## src/rtl/lcd_sequencer.sv

```systemverilog
// HD44780 character-LCD bus sequencer: one-time power-up init, then four hex digits as ASCII at line 1, col 0.
// E is only ever high in STROBE; data/RS are registered and loaded on entry to SETUP.
module lcd_sequencer #(
  parameter int unsigned POWERUP_CYC    = 2000000,
  parameter int unsigned E_HIGH_CYC     = 50,
  parameter int unsigned CMD_WAIT_CYC   = 5000,
  parameter int unsigned CLEAR_WAIT_CYC = 200000
) (
  input  logic       clock_100Mhz,
  input  logic       reset,
  input  logic       start,
  input  logic [3:0] bit_A,
  input  logic [3:0] bit_B,
  input  logic [3:0] bit_C,
  input  logic [3:0] bit_D,
  output logic       busy,
  output logic       done,
  output logic [7:0] data,
  output logic       RS,
  output logic       RW,
  output logic       E
);

  localparam int unsigned MAX_A   = (POWERUP_CYC > E_HIGH_CYC) ? POWERUP_CYC : E_HIGH_CYC;
  localparam int unsigned MAX_B   = (CMD_WAIT_CYC > CLEAR_WAIT_CYC) ? CMD_WAIT_CYC : CLEAR_WAIT_CYC;
  localparam int unsigned MAX_CYC = (MAX_A > MAX_B) ? MAX_A : MAX_B;
  localparam int          CW      = $clog2(MAX_CYC + 1);

  typedef logic [CW-1:0] cnt_t;
  localparam cnt_t PWR_LAST = cnt_t'(POWERUP_CYC - 1);
  localparam cnt_t EH_LAST  = cnt_t'(E_HIGH_CYC - 1);
  localparam cnt_t CMD_LAST = cnt_t'(CMD_WAIT_CYC - 1);
  localparam cnt_t CLR_LAST = cnt_t'(CLEAR_WAIT_CYC - 1);

  // The NEXT decision has no cycle of its own; it is folded into the WAIT exit.
  typedef enum logic [2:0] {IDLE, POWERUP, SETUP, STROBE, WAIT} state_t;

  state_t      state_q, state_d;
  cnt_t        cnt_q, cnt_d;
  logic [3:0]  idx_q, idx_d;
  logic [15:0] dig_q, dig_d;
  logic [7:0]  data_q, data_d;
  logic        rs_q, rs_d, init_q, init_d, done_q, done_d;
  logic        load, seq_end;
  cnt_t        wait_last;

  function automatic logic [7:0] to_ascii(input logic [3:0] n);
    return (n < 4'd10) ? 8'h30 + {4'h0, n} : 8'h37 + {4'h0, n};
  endfunction

  function automatic logic [7:0] xfer_byte(input logic [3:0] idx, input logic [15:0] dig);
    case (idx)
      4'd0:    return 8'h38;
      4'd1:    return 8'h0C;
      4'd2:    return 8'h01;
      4'd3:    return 8'h06;
      4'd4:    return 8'h80;
      4'd5:    return to_ascii(dig[15:12]);
      4'd6:    return to_ascii(dig[11:8]);
      4'd7:    return to_ascii(dig[7:4]);
      default: return to_ascii(dig[3:0]);
    endcase
  endfunction

  assign wait_last = (!rs_q && data_q == 8'h01) ? CLR_LAST : CMD_LAST;

  always_ff @(posedge clock_100Mhz or negedge reset) begin
    if (!reset) state_q <= IDLE;
    else        state_q <= state_d;
  end

  always_comb begin
    state_d = state_q;
    load    = 1'b0;
    seq_end = 1'b0;
    case (state_q)
      IDLE: if (start) begin
        state_d = init_q ? SETUP : POWERUP;
        load    = init_q;
      end
      POWERUP: if (cnt_q == PWR_LAST) begin
        state_d = SETUP;
        load    = 1'b1;
      end
      SETUP:  state_d = STROBE;
      STROBE: if (cnt_q == EH_LAST) state_d = WAIT;
      WAIT: if (cnt_q == wait_last) begin
        if (idx_q == 4'd8) begin
          state_d = IDLE;
          seq_end = 1'b1;
        end else begin
          state_d = SETUP;
          load    = 1'b1;
        end
      end
      default: state_d = IDLE;
    endcase
  end

  always_comb begin
    busy = (state_q != IDLE);
    E    = (state_q == STROBE);
    RW   = 1'b0;
    done = done_q;
    data = data_q;
    RS   = rs_q;
  end

  // Counter restarts on every state change; byte for the next transfer is chosen from idx_d.
  always_comb begin
    cnt_d  = (state_d == state_q && state_q != IDLE) ? cnt_q + cnt_t'(1) : '0;
    dig_d  = dig_q;
    idx_d  = idx_q;
    if (state_q == IDLE && start) begin
      dig_d = {bit_A, bit_B, bit_C, bit_D};
      idx_d = init_q ? 4'd4 : 4'd0;
    end else if (load && state_q == WAIT) begin
      idx_d = idx_q + 4'd1;
    end
    data_d = data_q;
    rs_d   = rs_q;
    if (load) begin
      data_d = xfer_byte(idx_d, dig_d);
      rs_d   = (idx_d >= 4'd5);
    end
    init_d = init_q | seq_end;
    done_d = seq_end;
  end

  always_ff @(posedge clock_100Mhz or negedge reset) begin
    if (!reset) begin
      cnt_q  <= '0;
      idx_q  <= '0;
      dig_q  <= '0;
      data_q <= '0;
      rs_q   <= 1'b0;
      init_q <= 1'b0;
      done_q <= 1'b0;
    end else begin
      cnt_q  <= cnt_d;
      idx_q  <= idx_d;
      dig_q  <= dig_d;
      data_q <= data_d;
      rs_q   <= rs_d;
      init_q <= init_d;
      done_q <= done_d;
    end
  end

endmodule
```

## config.mk

```make
export PLATFORM = sky130hd
export DESIGN_NAME = lcd_sequencer
export DESIGN_NICKNAME = d
export VERILOG_FILES = /design/src/rtl/lcd_sequencer.sv
export SDC_FILE = /design/constraint.sdc
export NUM_CORES = 1
export LEC_CHECK = 0
export CAP_MARGIN = 20
export CORE_UTILIZATION = 52
export DETAILED_ROUTE_END_ITERATION = 8
export PLACE_DENSITY = 0.72
export SLEW_MARGIN = 25
export SYNTH_ARGS = -nofsm -noshare
export SYNTH_HDL_FRONTEND = slang
export SYNTH_SLANG_ARGS = --single-unit
```

## constraint.sdc

```tcl
create_clock -name clock_100Mhz -period 3.1 [get_ports clock_100Mhz]
set_input_delay 0.31 -clock clock_100Mhz [delete_from_list [all_inputs] [get_ports clock_100Mhz]]
set_output_delay 0.31 -clock clock_100Mhz [all_outputs]
set_load 0.03 [all_outputs]
```

# Word level (Yosys, flattened, before mapping)
# Index checks and enable logic that the tools add are counted.
[classes]
add_sub_neg = 10
mul = 0
div_mod_pow = 0
order_cmp = 5
n_eq_ne = 17
shifts = 0
muxes = 26
bitwise = 1
n_reduce_logical = 8
[ops]
columns = ["operator", "n"]
rows = [
  ["case mux 8 bit (8 select lines)", 1],
  ["adder 6 x 4 -> 7 bit (first input constant)", 8],
  ["two-way mux 7 bit", 4],
  ["adder 21 x 1 -> 21 bit (second input constant)", 1],
  ["equality test 21 x 18 -> 1 bit", 1],
  ["equality test 21 bit (second input constant)", 1],
  ["equality test 21 x 6 -> 1 bit (second input constant)", 1],
  ["two-way mux 21 bit", 1],
  ["two-way mux 18 bit", 1],
  ["equality test 4 x 3 -> 1 bit (second input constant)", 4],
  ["< comparator 4 bit (second input constant)", 4],
  ["two-way mux 16 bit", 1],
  ["two-way mux 3 bit", 5],
  ["case mux 3 bit (5 select lines)", 1],
  ["equality test 4 x 2 -> 1 bit (second input constant)", 2],
  ["equality test 8 x 1 -> 1 bit (second input constant)", 1],
  ["two-way mux 4 bit", 2],
  ["two-way mux 1 bit", 7],
  ["equality test 3 x 2 -> 1 bit (second input constant)", 2],
  ["adder 4 x 1 -> 4 bit (second input constant)", 1],
  ["equality test 4 x 1 -> 1 bit (second input constant)", 1],
  ["equality test 4 bit (second input constant)", 1],
  ["greater-or-equal comparator 4 x 3 -> 1 bit (second input constant)", 1],
  ["logical AND 1 bit", 4],
  ["10 further kinds", 11],
]
[word_totals]
ff_bits = 55
latch_bits = 0
ram_bits = 0
rom_bits = 0
inputBits = 19
output_inout_bits = 13
n_memories = 0

# Depth between registers and ports, before layout
[logic_depth]
ltp_word = 11
depth_mapped = 13

# Worst setup path before layout
# Ideal clock, no wire load.
[synth_path]
path_type = "register to register"
start = "register state_q[1]"
end = "register data_q[4] (netlist: data[4])"
setup_ps = 82
arrival_time_ps = 3047
required_ps = 3018
setup_slack_ps = -29
path_stages_with_launch = 13
period_less_slack_ps = 3129
cell_sequence = "dfrtp_1 clkbuf_1 nor4b_2 buf_2 buf_2 mux2i_1 ha_1 nor2b_1 o21ai_0 nor2_1 o21a_1 a2111o_1 a31oi_1"
[synth_via]
elab_chain_len = 7
[synth_lines]
columns = ["element", "line_no", "text"]
rows = [
  ["from (decl)", "38", "state_t state_q, state_d;"],
  ["from (signal assigned)", "69", "else state_q <= state_d;"],
  ["branches (longest 7 deep; another with adder 6 x 4 -> 7 bit)", "-", ""],
  ["to (signal assigned)", "143", "data_q <= data_d;"],
  ["to (decl)", "42", "logic [7:0] data_q, data_d;"],
]
# Several ways; the timed one is not identified.
# A chain may end at the register's enable or synchronous reset.

# Final worst setup path
[layout_path]
start = "register data_q[7] (netlist: data[7])"
end = "register data_q[5] (netlist: data[5])"
[layout_via]
elab_chain_len = 11
[layout_lines]
columns = ["element", "line_no", "text"]
rows = [
  ["equality test 8 x 1 -> 1 bit *", "65", "assign wait_last = (!rs_q && data_q == 8'h01) ? CLR_LAST : CMD_LAST;"],
  ["logical AND 1 bit *", "65", ""],
  ["two-way mux 18 bit *", "65", ""],
  ["equality test 21 x 18 -> 1 bit *", "87", "WAIT: if (cnt_q == wait_last) begin"],
  ["two-way mux 1 bit *", "87", ""],
  ["case mux 1 bit (3 select lines) *", "76", "case (state_q)"],
  ["logical AND 1 bit", "117", "end else if (load && state_q == WAIT) begin"],
  ["two-way mux 4 bit", "117", ""],
  ["two-way mux 4 bit", "114", "if (state_q == IDLE && start) begin"],
  ["equality test 4 x 3 -> 1 bit (tied with other cells)", "52", "case (idx)"],
  ["case mux 8 bit (8 select lines)", "52", ""],
]
# Mark *: on every way between the ends. The rest lies on a longest branch, timed or not.

==> results.sh <==
export IMPL_status="complete, no violations"
export IMPL_port_buffers=30
export IMPL_synth_most_common_cell="dfrtp_1"
export IMPL_synth_top_area_share_pct=40.2
export IMPL_clock_root_buffer="clkbuf_8"
export IMPL_critical_path_top_delay_family="simple AND/OR/NAND/NOR gates"
export IMPL_clk_latency_ps=310
export IMPL_syn_instance_count=373
export IMPL_start_kind="flip-flop"
export IMPL_p_total_w=0.00274
export IMPL_io_pins=32
export IMPL_cp_end_kind="flip-flop"
export IMPL_cap_violations=0
export IMPL_final_hold_viol_count=0
export IMPL_switchingPower_w=0.00108
export IMPL_core_area_um2=6350
export IMPL_fin_crit_ps=3040
export IMPL_die_h_um=83.2
export IMPL_wl_per_cell_um=15.6
export IMPL_ys_seq_area_share_pct=40.2
export IMPL_dominantRegCellSynth="dfrtp_1"
export IMPL_fill_cells=524
export IMPL_grt_max_degree=33
export IMPL_areaGrowthSynthToFinish_pct=20.4
export IMPL_power_leakage_nw=1.79
export IMPL_detail_route_antenna_nets=0
export IMPL_cts_htree_levels=2
export IMPL_max_vdd_ir_drop_uv=395
export IMPL_yosys_top_cells_area="dfrtp_1 (40%), nor2_1 (5.1%), mux2i_1 (5.0%)"
export IMPL_vias=2927
export IMPL_p_sw_share_pct=39.5
export IMPL_clk_pin_slew_ps=110
export IMPL_fmax_ghz=0.329
export IMPL_avgSynthCellArea_um2=9.18
export IMPL_cpPeakStageDelay_ps=550
export IMPL_path_class="reg -> reg"
export IMPL_hp_class="reg -> reg"
export IMPL_crit_buf_inv=1
export IMPL_routed_wl_um=7800
export IMPL_grt_pass1_wl_um=13600
export IMPL_synth_top_area_cell="dfrtp_1"
export IMPL_fin_skew_ps=8.84
export IMPL_overflow=0
export IMPL_finalCritPeriodShare_pct=97.9
export IMPL_intPower_w=0.00165
export IMPL_grt_setup_unrepaired="true"
export IMPL_power_frac_seq_pct=38.0
export IMPL_initial_utilization_pct=54.0
export IMPL_cp_max_fo=6
export IMPL_syn_area_um2=3430
export IMPL_power_density_nw_per_um2=663
export IMPL_dp_hpwl_um=5930
export IMPL_cts_tree="yes"
export IMPL_die_area_um2=6920
export IMPL_slew_headroom_pct=62.9
export IMPL_ys_top_cells_by_count="dfrtp_1 (55), nor2_1 (47), nand2_1 (30)"
export IMPL_grt_pass1_vias=2868
export IMPL_place_worst_setup_slack_ps=48.8
export IMPL_antennaDiodeCount=0
export IMPL_placed_cell_area_um2=3920
export IMPL_grt_use_total_pct=24.0
export IMPL_crit_chain="or4_4 > nor4_4 > mux2_4 > or4_4 > mux2_4 > buf_4 > nand2_2 > o21bai_4 > a31oi_1"
export IMPL_report_final_slew_viol_count=0
export IMPL_die_w_um=83.2
export IMPL_clock_sinks=55
export IMPL_ys_warn_count=0
export IMPL_crit_required_ps=3280
export IMPL_arrival_ps=3220
export IMPL_layout_drive_gt1_share_pct=15.6
export IMPL_pwr_share_comb_pct=44.0
export IMPL_drt_iter0_markers=234
export IMPL_antenna_found_initial=0
export IMPL_setup_viol=0
export IMPL_drc=0
export IMPL_worst_slew_pin_slew_ps=557
export IMPL_synth_nets=400
export IMPL_slowest_stage="or4_4"
export IMPL_clockPowerShare_pct=17.9
export IMPL_drt_pre_antenna_iters=5
export IMPL_rows=29
export IMPL_place_congestion=0.923
export IMPL_ys_ff_latch=55
export IMPL_post_route_util_pct=64.9
export IMPL_final_area_um2=4120
export IMPL_cts_buffers=5
export IMPL_nets=449
export IMPL_async_reset_ff_share_pct=100
export IMPL_fin_ws_ps=64.9
export IMPL_vias_per_cell=5.85
export IMPL_synth_edff_count=0
export IMPL_synth_distinct_cells=65
export IMPL_cts_buffer_depth=2
==> state kept, by name, indices dropped and copies added (netlist names) <==
register	count
data	8
state_q	3
dig_q	16
init_q	1
cnt_q	21
RS	1
done	1
idx_q	4
==> stage by stage <==
stage	TNS, ps	hold slack (ps)	cells
final	0	500	500
after global routing	-63.1	527	500
after CTS	0	508	496
after detailed placement	0	326	487
after global placement	0	327	487
after floorplan	0	14.4	373
==> cell families after synthesis <==
group / share of synthesized area (%)
compound gates: 15.2
xor+xnor: 6.14
fa+ha+maj: 2.92
buf+inv: 5.19
flops: 40.2
mux: 7.27
other cells: 0.109
simple gates: 23.0
==> cell type report <==
| class | count | area [um2] | share of cell area, % |
|---|---|---|---|
| clock buffer | 5 | 68.8 | 1.67 |
| timing repair buffer | 57 | 510 | 12.4 |
| clock inverter | 3 | 46.3 | 1.12 |
| multi-input combinational | 280 | 1930 | 46.8 |
| inverter | 23 | 93.8 | 2.28 |
| sequential | 55 | 1380 | 33.4 |
| tap | 77 | 96.3 | 2.34 |
==> power groups by stage <==
stage	Clock [W]	Sequential (W)	Combinational, W
2_1_floorplan	0	0.000996	0.000856
3_3_place_gp	0	0.00104	0.00113
3_5_place_dp	0	0.00105	0.00116
4_1_cts	0.000505	0.00104	0.00116
5_1_grt	0.000535	0.00107	0.00134
6_report	0.000490	0.00104	0.00120
==> repair_timing <==
item | CTS | global route
endpoints found under the setup margin | 0 | 5
hold endpoints to repair | 23 | 0
resized for setup | 0 | 10
hold buffers | 1 | 0
setup buffers | 0 | 4
==> cells in the final DEF, fill, tap and decap left out, drive strengths merged, types with 5 or more instances in the layout <==
cell type      Yosys  routed
mux2i             17      17
buf                8      26
inv               22      24
or4                5       5
nand3             15      15
nand2             31      31
a21oi             20      20
xor2              12      12
or3                5       5
nor2              48      48
clkdlybuf4s50      0      29
and3               7       7
o21ai             15      15
nand4              7       7
mux2               6       6
clkbuf             7       6
ha                 8       8
xnor2             12      12
a31oi              8       8
nor3              10      10
dfrtp             55      55
==> routing by layer <==
| layer | share of wire (%) | vias up | global-route usage [%] |
|---|---|---|---|
| li1 | - | 1425 | - |
| met1 | 46 | 1410 | 33.4 |
| met2 | 47 | 89 | 39.5 |
| met3 | 6.2 | 3 | 4.27 |
| met4 | 0.37 | 0 | 4.70 |
| met5 | 0 | - | 0 |
==> worst paths after layout <==
path	from	end	slack, ps	cells after the start
worst max-delay path	data[7]$_DFFE_PN0N_	data[5]$_DFFE_PN0N_	60	9
worst min-delay path	cnt_q[0]$_DFF_PN0_	cnt_q[0]$_DFF_PN0_	500	1
worst max register to register	data[7]$_DFFE_PN0N_	data[5]$_DFFE_PN0N_	60	9
worst min register to register	cnt_q[0]$_DFF_PN0_	cnt_q[0]$_DFF_PN0_	500	1
max in group asynchronous	reset	idx_q[1]$_DFF_PN0_	1770	3
min in group asynchronous	reset	dig_q[2]$_DFF_PN0_	520	2
No activity file was read; power rests on OpenSTA's default activity.
